`config.mk`:
```
export PLATFORM = sky130hd
export DESIGN_NAME = pifo_calendar_ctrl
export DESIGN_NICKNAME = d
export VERILOG_FILES = /design/src/rtl/pifo_ctrl_pkg.sv /design/src/rtl/pifo_ctrl_popcount.sv /design/src/rtl/pifo_calendar_ctrl.sv
export SDC_FILE = /design/constraint.sdc
export NUM_CORES = 1
export LEC_CHECK = 0
export CAP_MARGIN = 20
export CORE_AREA = 10 10 126 128
export CTS_BUF_LIST = sky130_fd_sc_hd__clkbuf_4 sky130_fd_sc_hd__clkbuf_8 sky130_fd_sc_hd__clkbuf_16
export CTS_CLUSTER_SIZE = 30
export DETAILED_ROUTE_END_ITERATION = 8
export DIE_AREA = 0 0 136 138
export GPL_TIMING_DRIVEN = 0
export SYNTH_ARGS = -nofsm -noshare
export SYNTH_HDL_FRONTEND = slang
export SYNTH_SLANG_ARGS = --single-unit
```
`constraint.sdc`:
```
create_clock -name clk -period 5.4 [get_ports clk]
set_input_delay 1.08 -clock clk [delete_from_list [all_inputs] [get_ports clk]]
set_output_delay 1.08 -clock clk [all_outputs]
set_load 0.02 [all_outputs]
```
`src/rtl/pifo_ctrl_pkg.sv`:
```
// Shared types and helpers for the PIFO calendar controller.
package pifo_ctrl_pkg;

  typedef enum logic [1:0] {
    ST_IDLE   = 2'd0,
    ST_CPU_WR = 2'd1,
    ST_FLUSH  = 2'd2
  } ctrl_state_e;

  localparam int unsigned STAT_W = 32;

  // Ceiling log2, never below 1 so it is always usable as a vector width.
  function automatic int unsigned clog2(input int unsigned n);
    int unsigned r;
    int unsigned v;
    r = 0;
    v = 1;
    while (v < n) begin
      v = v << 1;
      r++;
    end
    return (r == 0) ? 1 : r;
  endfunction

endpackage

```
`src/rtl/pifo_ctrl_popcount.sv`:
```
// Combinational population count of the atoms' valid vector.
module pifo_ctrl_popcount
  import pifo_ctrl_pkg::*;
#(
  parameter int unsigned N = 16
) (
  input  logic [N-1:0]            vec_i,
  output logic [clog2(N+1)-1:0]   count_o
);

  localparam int unsigned CW = clog2(N + 1);

  always_comb begin
    count_o = '0;
    for (int unsigned i = 0; i < N; i++) begin
      count_o = count_o + CW'(vec_i[i]);
    end
  end

endmodule

```
`src/rtl/pifo_calendar_ctrl.sv`:
```
// Control for a linear PIFO calendar array: AXIS insert/pop, CPU write arbitration, flush.
// Define PIFO_CTRL_STATS_EN to enable the stat_insert/stat_pop/stat_discard counters.
module pifo_calendar_ctrl
  import pifo_ctrl_pkg::*;
#(
  parameter int unsigned ELEMENT_WIDTH       = 32,
  parameter int unsigned PIFO_DEPTH          = 16,
  parameter int unsigned PIFO_INFO_VALID_POS = 31,
  parameter int unsigned CPU_STARVE_LIMIT    = 8
) (
  input  logic                              clk,
  input  logic                              rstn,
  input  logic [ELEMENT_WIDTH-1:0]          s_axis_tdata,
  input  logic                              s_axis_tvalid,
  output logic                              s_axis_tready,
  output logic [ELEMENT_WIDTH-1:0]          m_axis_tdata,
  output logic                              m_axis_tvalid,
  input  logic                              m_axis_tready,
  input  logic                              cpu_wr_en,
  input  logic [clog2(PIFO_DEPTH)-1:0]      cpu_wr_addr,
  input  logic [ELEMENT_WIDTH-1:0]          cpu_wr_data,
  output logic                              cpu_wr_ack,
  input  logic                              cpu_flush,
  output logic                              cpu_busy,
  input  logic [ELEMENT_WIDTH-1:0]          in_pifo_head,
  input  logic [PIFO_DEPTH-1:0]             in_pifo_valid_vec,
  output logic [ELEMENT_WIDTH-1:0]          out_pifo_input,
  output logic                              out_ctl_insert,
  output logic                              out_ctl_pop,
  output logic [PIFO_DEPTH-1:0]             out_cpu_insert,
  output logic [ELEMENT_WIDTH-1:0]          out_cpu_data,
  output logic [clog2(PIFO_DEPTH+1)-1:0]    occupancy,
  output logic                              full,
  output logic                              empty,
  output logic [STAT_W-1:0]                 stat_insert,
  output logic [STAT_W-1:0]                 stat_pop,
  output logic [STAT_W-1:0]                 stat_discard
);

  localparam int unsigned AW = clog2(PIFO_DEPTH);
  localparam int unsigned OW = clog2(PIFO_DEPTH + 1);
  localparam int unsigned WW = clog2(CPU_STARVE_LIMIT + 1);

  ctrl_state_e   state_q, state_d;
  logic [WW-1:0] wait_q, wait_d;
  logic [OW-1:0] occ_q, occ_d;
  logic          force_stall, ins, pop, issue;

  assign full           = in_pifo_valid_vec[PIFO_DEPTH-1];
  assign empty          = ~in_pifo_valid_vec[0];
  assign m_axis_tdata   = in_pifo_head;
  assign out_pifo_input = s_axis_tdata;
  assign out_cpu_data   = cpu_wr_data;
  assign out_ctl_insert = ins;
  assign out_ctl_pop    = pop;
  assign cpu_wr_ack     = issue;
  assign occupancy      = occ_q;

  pifo_ctrl_popcount #(
    .N (PIFO_DEPTH)
  ) u_popcount (
    .vec_i   (in_pifo_valid_vec),
    .count_o (occ_d)
  );

  always_comb begin
    state_d       = state_q;
    s_axis_tready = 1'b0;
    m_axis_tvalid = 1'b0;
    ins           = 1'b0;
    pop           = 1'b0;
    issue         = 1'b0;
    cpu_busy      = 1'b0;
    force_stall   = (state_q == ST_IDLE) && cpu_wr_en && (wait_q >= WW'(CPU_STARVE_LIMIT));
    unique case (state_q)
      ST_IDLE: begin
        s_axis_tready = ~full & ~force_stall;
        m_axis_tvalid = in_pifo_head[PIFO_INFO_VALID_POS] & ~force_stall;
        ins           = s_axis_tvalid & s_axis_tready & s_axis_tdata[PIFO_INFO_VALID_POS];
        pop           = m_axis_tvalid & m_axis_tready;
        issue         = cpu_wr_en & ~ins & ~pop & ~force_stall & ~cpu_flush;
        if (cpu_flush) begin
          state_d = ST_FLUSH;
        end else if (force_stall) begin
          state_d = ST_CPU_WR;
        end
      end
      ST_CPU_WR: begin
        issue   = cpu_wr_en & ~cpu_flush;
        state_d = cpu_flush ? ST_FLUSH : ST_IDLE;
      end
      ST_FLUSH: begin
        cpu_busy = 1'b1;
        pop      = |in_pifo_valid_vec;
        // Valid bits are contiguous from the head, so a clear atom 1 means this pop empties the array.
        if (!cpu_flush && !in_pifo_valid_vec[1]) begin
          state_d = ST_IDLE;
        end
      end
      default: state_d = ST_IDLE;
    endcase
    if (!rstn) begin
      state_d       = ST_IDLE;
      s_axis_tready = 1'b0;
      m_axis_tvalid = 1'b0;
      ins           = 1'b0;
      pop           = 1'b0;
      issue         = 1'b0;
      cpu_busy      = 1'b0;
    end
  end

  always_comb begin
    out_cpu_insert = '0;
    for (int unsigned i = 0; i < PIFO_DEPTH; i++) begin
      out_cpu_insert[i] = issue && (cpu_wr_addr == AW'(i));
    end
  end

  always_comb begin
    wait_d = wait_q;
    if (!cpu_wr_en || issue) begin
      wait_d = '0;
    end else if ((state_q == ST_IDLE) && !force_stall && (ins || pop)) begin
      wait_d = wait_q + WW'(1);
    end
  end

  always_ff @(posedge clk) begin
    if (!rstn) begin
      state_q <= ST_IDLE;
      wait_q  <= '0;
      occ_q   <= '0;
    end else begin
      state_q <= state_d;
      wait_q  <= wait_d;
      occ_q   <= occ_d;
    end
  end

`ifdef PIFO_CTRL_STATS_EN
  logic [STAT_W-1:0] st_ins_q, st_pop_q, st_dis_q;
  logic              discard;

  assign discard      = s_axis_tvalid & s_axis_tready & ~s_axis_tdata[PIFO_INFO_VALID_POS];
  assign stat_insert  = st_ins_q;
  assign stat_pop     = st_pop_q;
  assign stat_discard = st_dis_q;

  always_ff @(posedge clk) begin
    if (!rstn) begin
      st_ins_q <= '0;
      st_pop_q <= '0;
      st_dis_q <= '0;
    end else begin
      if (ins)     st_ins_q <= st_ins_q + STAT_W'(1);
      if (pop)     st_pop_q <= st_pop_q + STAT_W'(1);
      if (discard) st_dis_q <= st_dis_q + STAT_W'(1);
    end
  end
`else
  assign stat_insert  = '0;
  assign stat_pop     = '0;
  assign stat_discard = '0;
`endif

endmodule

```
==> results summary, run 1 <==
The flow ran to the end, and the final reports show no timing, DRC or antenna violations. The all-layer global routing usage is 9.94%. Registers take ~220 sq um. The number of antenna violations at the first check in global routing is 0. Summed over all instances, the cell type with the most area after synthesis is buf_4. The count of yosys warnings during synthesis is 0. Routability-driven placement finished with a final weighted congestion of approximately 0.85.

Before antenna repair, the detailed router went through 4 iterations. The tightest hold path in the finished design has a slack of 0.493 ns. The final hold violation count is 0.

The via count came out at roughly 2400. The pin slew with the least headroom to its limit came out at approximately 0.77 ns. The tool flagged a number of max-cap violations equal to 0. The commonest cells after synthesis are 193 x buf_4, 29 x inv_1, 13 x nor3_1. The number of buffers and inverters on the critical path came out at 4.

Prior to clock tree synthesis, the placed netlist has a worst setup slack of roughly 0.34 ns. The post-route non-filler standard cell count is 757. After synthesis, the cell types taking the most area are buf_4 57%, dfxtp_1 8.6%, fa_1 7.9%. The peak supply drop is 0.000149 V. Pin placement for this block handled around 340 I/O pins. The average wire length per cell after detail routing came out at between 10 and 15 um. In the final timing run, aggregate negative setup slack is 0 ns.

In this run, distinct cell masters in the synthesized netlist total 36. Post-CTS timing repair inserted 0 buffers for setup. Summed over all layers, the global routing overflow is 0. The number of buffers on the longest clock path came out at 2. The post-route core utilization came out at 35.1%. 0 antenna diodes ended up in the layout. The count of final max-slew check failures is 0. The worst setup path is captured at a flip-flop. On the final layout, the worst clock skew is 0.00116 ns. The ratio of routed vias to standard cells is 3.19. The first-pass GRT wire length came out at about 15000 um. The floorplan step set the die height to 138 um. The detailed-route DRC error count is 0. The worst endpoint data arrival time is ~4.9 ns. The clock root buffer is clkbuf_16.

The via count of the first global-routing pass came out at 2541. The library cell contributing the largest single delay on the critical path is clkdlybuf4s50_1. Counting I/O delays and the setup requirement, the final critical path takes 4.79 ns. The static leakage came out at between 2 and 2.5 nW. The wire length on met1 is 3140 um. The most instantiated flip-flop cell in the synthesis netlist is dfxtp_1. The area after detailed placement came out at 4650 sq um.

The count of cells resized by post-cts repair is 0. The initial detailed-routing violation count is 29. The area inside the core boundary came out at around 14000 sq um. TritonCTS built the clock tree.

CTS built an H-tree with a depth of 1. The average size of a mapped cell came out at 7.82 sq um. Setup repair after global routing left no endpoint under its margin.

The cell occurring most often along the worst timing path is fa_1. The synthesized design contains 0 enable-type register cells. The largest single stage delay on the critical path is ~0.53 ns. The horizontal die dimension came out at 136 um. The path class of the tightest hold or removal check is reg2reg. The die covers between 15000 and 20000 sq um. Counting tap cells, the placed design contains a total of 753 instances. In the synthesized netlist the async set-or-reset flop fraction comes to 0%. The power density normalized to cell area is around 160 nW/um^2. Synthesis produced a netlist whose cell count is ~330.

Traced cell by cell, the critical path runs through clkdlybuf4s50_1 > inv_1 > ha_1 > inv_1 > fa_1 > fa_1 > fa_1 > fa_1 > fa_1 > inv_1 > fa_1 > and2_1. The multi-input logic area is 1110 sq um. The cell with the most instances after synthesis is buf_4.

The final routed wirelength across all metal layers came out at 10600 um. The clock buffer count from CTS came out at 3. The post-route standard cell area excluding fillers is 4740 sq um. The length of routed met3 wiring came out at 1490 um.

The wire-length estimate of the detail-placed layout is 10100 um. Entering global routing, the biggest net connects 11 pins. The initialized floorplan defines 43 standard-cell rows. STA classifies the critical path startpoint as a primary input. The relative slew slack came out at 48.2%. The met2 layer wire length in the routed design came out at around 6000 um. Across all setup checks in the final design, the least slack found is 0.613 ns. The mapped cell area is 2550 sq um. The sequential element share of the synthesized area came out at 8.64%. The number of buffers added to fix hold violations after cts came out at 0. The family of cells with the greatest summed delay on the critical path is adder cells. The area overhead of the layout relative to synthesis is 85.7%. The maximum fanout count along the critical path came out at 3.

The clock latency on the worst-skew pair is 0.24 ns. The initial utilization of the core area, before any placement, comes to between 10% and 20%. Routed signal wires occupy layers up through met3. The number of buffer cells added on primary ports came out at roughly 150. The final setup violation count came out at 0. The synthesized design contains 11 register bits. The clock transition at the register clock pins on the worst setup and hold paths after CTS came out at 0.04 ns. Summing internal, switching and leakage power gives slightly below 800 uW. By startpoint and endpoint, the worst setup path is classified as in2reg.

The area share of the leading cell type in the synthesized netlist is 56.8%. Of the available clock period, the critical path in the final layout requires 88.6%. The clock net sink count came out at 11. The net count of the finished layout came out at 719. The count of filler cells inserted in the layout is ~1400. The maximum frequency from static timing analysis came out at between 200 and 250 MHz. Cells with a size suffix above 1 make up 35.4% of the layout. The antenna violation net count after detailed routing came out at 0. The required time reported for the critical path endpoint came out at 5.53 ns.
-- final timing paths --
| check | end | slack (ns) | startpoint | cells after the start |
|---|---|---|---|---|
| worst max-delay path | occupancy[1]$_SDFF_PN0_ | 0.61 | in_pifo_valid_vec[1] | 12 |
| worst min-delay path | state_q[0]$_SDFFE_PN0P_ | 0.49 | wait_q[3]$_SDFFE_PP0P_ | 2 |
| worst max register to register | wait_q[1]$_SDFFE_PP0P_ | 3.82 | state_q[1]$_SDFFE_PN0P_ | 4 |
| worst min register to register | state_q[0]$_SDFFE_PN0P_ | 0.49 | wait_q[3]$_SDFFE_PP0P_ | 2 |
-- tightest hold or removal path, stage by stage (launching register included) --
cell	delay (ns)
dfxtp_1	0.33
nand2b_1	0.08
nor4_1	0.04
-- sequential cells by signal, summed over array words and instances, names as in the netlist --
signal / flops
state_q: 2
wait_q: 4
occupancy: 5
-- cell type report --
cell class	instances	area share, %
timing repair buffer	152	32.1
multi-input combinational	186	23.4
sequential	11	4.65
tap	180	4.76
inverter	29	2.30
buffer	195	31.1
clock buffer	4	1.74
-- power breakdown --
part           total [mW]  internal [mW]  switching (mW)
Combinational       0.528          0.264           0.263
Clock               0.140          0.104          0.0361
Sequential          0.102         0.0963         0.00572
-- layer usage --
layer / track usage (%) / vias up
met3: 4.57 / 0
met5: 0 / -
li1: - / 1226
met4: 0.841 / 0
met1: 8.45 / 1044
met2: 20.6 / 148
-- cells by family after synthesis --
family          after synthesis  share of synthesized area (%)
fa+ha+maj                    19                           12.3
mux                           1                          0.393
flops                        11                           8.64
simple gates                 55                           12.1
compound gates               12                           3.48
xor+xnor                      3                           1.03
other cells                   1                          0.147
buf+inv                     224                           62.0
-- placed cells by master (no fill, tap or decap), drive strengths merged --
| cell | n |
|---|---|
| and2 | 2 |
| nand2b | 5 |
| and3 | 1 |
| nand3 | 1 |
| o211ai | 1 |
| nand4 | 1 |
| nor3b | 3 |
| ha | 9 |
| dfxtp | 11 |
| a21oi | 4 |
| mux2i | 1 |
| xor2 | 1 |
| a32o | 1 |
| nand3b | 1 |
| clkdlybuf4s50 | 152 |
| xnor2 | 2 |
| o2111ai | 1 |
| nor4b | 2 |
| o311ai | 1 |
| buf | 195 |
| and3b | 1 |
| nand2 | 6 |
| or2 | 1 |
| or4 | 1 |
| nor4 | 6 |
| o21ba | 1 |
| a211oi | 1 |
| o21ai | 1 |
| a21boi | 1 |
| nor3 | 13 |
| nor2 | 10 |
| fa | 10 |
| nor2b | 1 |
| clkbuf | 4 |
| inv | 29 |
| conb | 96 |
No activity file was read; power rests on OpenSTA's default activity.
==> inputs of run 2 (changes only) <==
Settings changed: CTS_BUF_LIST sky130_fd_sc_hd__clkbuf_4 sky130_fd_sc_hd__clkbuf_8 sky130_fd_sc_hd__clkbuf_16 to sky130_fd_sc_hd__clkbuf_16, CTS_CLUSTER_DIAMETER set to 30.
Clock period 5.4 ns to 4.89 ns, I/O delays scaled along.
==> results summary, run 2 (synthesis gave the netlist of run 1 again) <==
The combinational fraction of design power is between 60% and 70%. The number of optimization iterations in the first detailed-route pass is 4. The worst endpoint data arrival time came out at 4.82 ns. The number of antenna violations at the first check in global routing came to 0. Across all hold checks on the routed design, the worst slack comes to 0.492 ns. On the critical path the largest part of the delay comes from adder cells.

The all-layer global routing usage is 9.95%. The relative contribution of sequential cells to total power is 13.3%. The number of buffers inserted to repair setup after CTS is 0. The full die area is 18800 sq um. The via count came out at 2427. The top cell types in the final layout, fill and taps aside, are 193 x buf_4, 152 x clkdlybuf4s50_1, 96 x conb_1, 30 x inv_1, 13 x nor3_1. The detailed-route DRC error count is 0. The floorplan step defined a core boundary enclosing 13500 sq um.

The run finished with clean final reports. The switching share of power came out at roughly two fifths. For the pin with the worst max-slew slack, the measured transition is 0.748 ns. The class of the most critical setup path is in2reg. On the critical path, the stage with the largest delay is an instance of clkdlybuf4s50_1. The clock network is responsible for 17.4% of the overall power. The first-pass GRT wire length came out at between 15000 and 20000 um. The die is 136 um wide. The count of buffers added on input and output ports is 152. Along the worst path, the maximum fanout reaches 3. The slack of the worst reg-to-reg path came out at between 3 and 4 ns.

Gates resized during post-CTS repair numbered 0. The most numerous cell type found on the critical path is fa_1. The placed instance count is 753. The post-detailed-placement half-perimeter wirelength is 10100 um. The total power of the final layout is 849 uW. The number of H-tree levels is 1. The clock net sink count is 11. For the finished layout, the period the worst path requires is 4.68 ns. The number of diodes added for antenna fixing came out at 0. The overflow left after global routing came out at 0. For this run, the top clock speed supported by timing is 213 MHz.

For the final database, setup skew stands at ~0.0015 ns. The ratio of routed vias to standard cells is 3.21. The tree is rooted in a clkbuf_16.

The number of max-capacitance violations reported came out at 0. After detailed placement, the total cell area comes to 4650 sq um. In the post-route analysis, the smallest setup slack over all paths is just over 0.2 ns. The count of final max-slew check failures is 0. The worst pin sits at a relative slew slack of 49.5%. The post-route non-filler standard cell count came out at ~760. The weighted congestion reported at the end of routability-driven placement came out at between 0.8 and 0.9.

The via count of the first global-routing pass is 2549. The clock buffer count from CTS is 3. The delay of the slowest cell on the worst path came out at 0.53 ns. The final routed wirelength across all metal layers is 10700 um. The worst setup path is captured at a flip-flop. The clock transition at the register clock pins on the worst setup and hold paths after CTS is around 0.04 ns. The initialized floorplan defines 43 standard-cell rows. The number of buffers and inverters on the critical path is 4. For this block, the initial DRC count from the detailed router was 25. The post-route standard cell area excluding fillers came out at between 4000 and 5000 sq um.

Buffers inserted to repair hold after CTS numbered 0. The analysis attributes to net switching a power of 340 uW. The final setup violation count is 0. From synthesis to final layout, the design area changed by 85.8%. Leaving out fill and tap cells, the most frequent cell in the layout is buf_4. The final hold violation count came to 0. The static leakage came out at 2.44 nW. TritonCTS built the clock tree.

The number of buffers on the longest clock path came out at 2. The antenna violation net count after detailed routing came out at 0. The critical path goes through clkdlybuf4s50_1 > inv_1 > ha_1 > inv_1 > fa_1 > fa_1 > fa_1 > fa_1 > fa_1 > inv_1 > fa_1 > and2_1.

The net count of the finished layout is between 700 and 800. Entering global routing, the biggest net connects 11 pins. The worst hold path belongs to the class reg2reg. The flip-flop count of the largest register after layout came out at 5.

The pre-CTS worst setup slack is -0.0682 ns. The cell-internal power came out at just over 500 uW. The final clock period utilization by the worst path came out at between 90% and 100%. Setup repair after global routing left no endpoint under its margin.

The I/O pin count came out at 343. The required time reported for the critical path endpoint is approximately 5.0 ns. The power density normalized to cell area came out at 179 nW/um^2.

The layout cell share with drive strength beyond 1 is 35.4%. The worst setup path is launched from a primary input. The die height is 138 um. The peak supply drop came out at 0.000166 V.

The average wire length per cell after detail routing came out at 14.1 um. The later pin in the worst-skew pair is clocked with a latency of 0.24 ns. The initial core utilization came out at a little under a fifth.
==> run 2: routing by layer <==
layer  share of wire (%)  vias up  global-route usage [%]
li1                    -     1226                       -
met1                  30     1049                    8.43
met2                  56      149                    20.6
met3                  14        3                    4.57
met4                0.22        0                   0.841
met5                   0        -                       0
==> run 2: path summary, 6_finish.rpt <==
kind                             endpoint                    start  cells past startpoint
setup / recovery  occupancy[1]$_SDFF_PN0_     in_pifo_valid_vec[1]                     12
hold reg to reg   state_q[0]$_SDFFE_PN0P_   wait_q[3]$_SDFFE_PP0P_                      2
hold / removal    state_q[0]$_SDFFE_PN0P_   wait_q[3]$_SDFFE_PP0P_                      2
setup reg to reg   wait_q[1]$_SDFFE_PP0P_  state_q[1]$_SDFFE_PN0P_                      4
==> run 2: cell type report <==
cell class	count	area (sq um)
Buffer	195	1470
Clock buffer	3	75.1
Clock inverter	1	3.75
Fill cell	1399	8770
Inverter	29	109
Multi-Input combinational cell	186	1110
Sequential cell	11	220
Tap cell	180	225
Timing Repair Buffer	152	1520
==> run 2: worst register-to-register path: cells and delay by family (launching register included) <==
family	cells	cell delay, ns
AOI/OAI and AO/OA	1	0.29
and+or+nand+nor	2	0.54
muxes	1	0.24
DFF	1	0.36
==> run 2: power groups by stage <==
stage / clock network (mW) / logic [mW] / registers (mW)
2_1_floorplan: 0 / 0.378 / 0.131
3_3_place_gp: 0 / 0.579 / 0.113
3_5_place_dp: 0 / 0.581 / 0.114
4_1_cts: 0.151 / 0.583 / 0.113
5_1_grt: 0.157 / 0.643 / 0.115
6_report: 0.148 / 0.588 / 0.112
==> run 2: per-stage QoR <==
stage / utilization (%) / TNS, ns
after floorplan: - / 0
after global placement: 34.5 / -0.0624
after detailed placement: 34.5 / -0.0769
after CTS: 35.0 / 0
after global routing: 35.1 / 0
final: 35.1 / 0
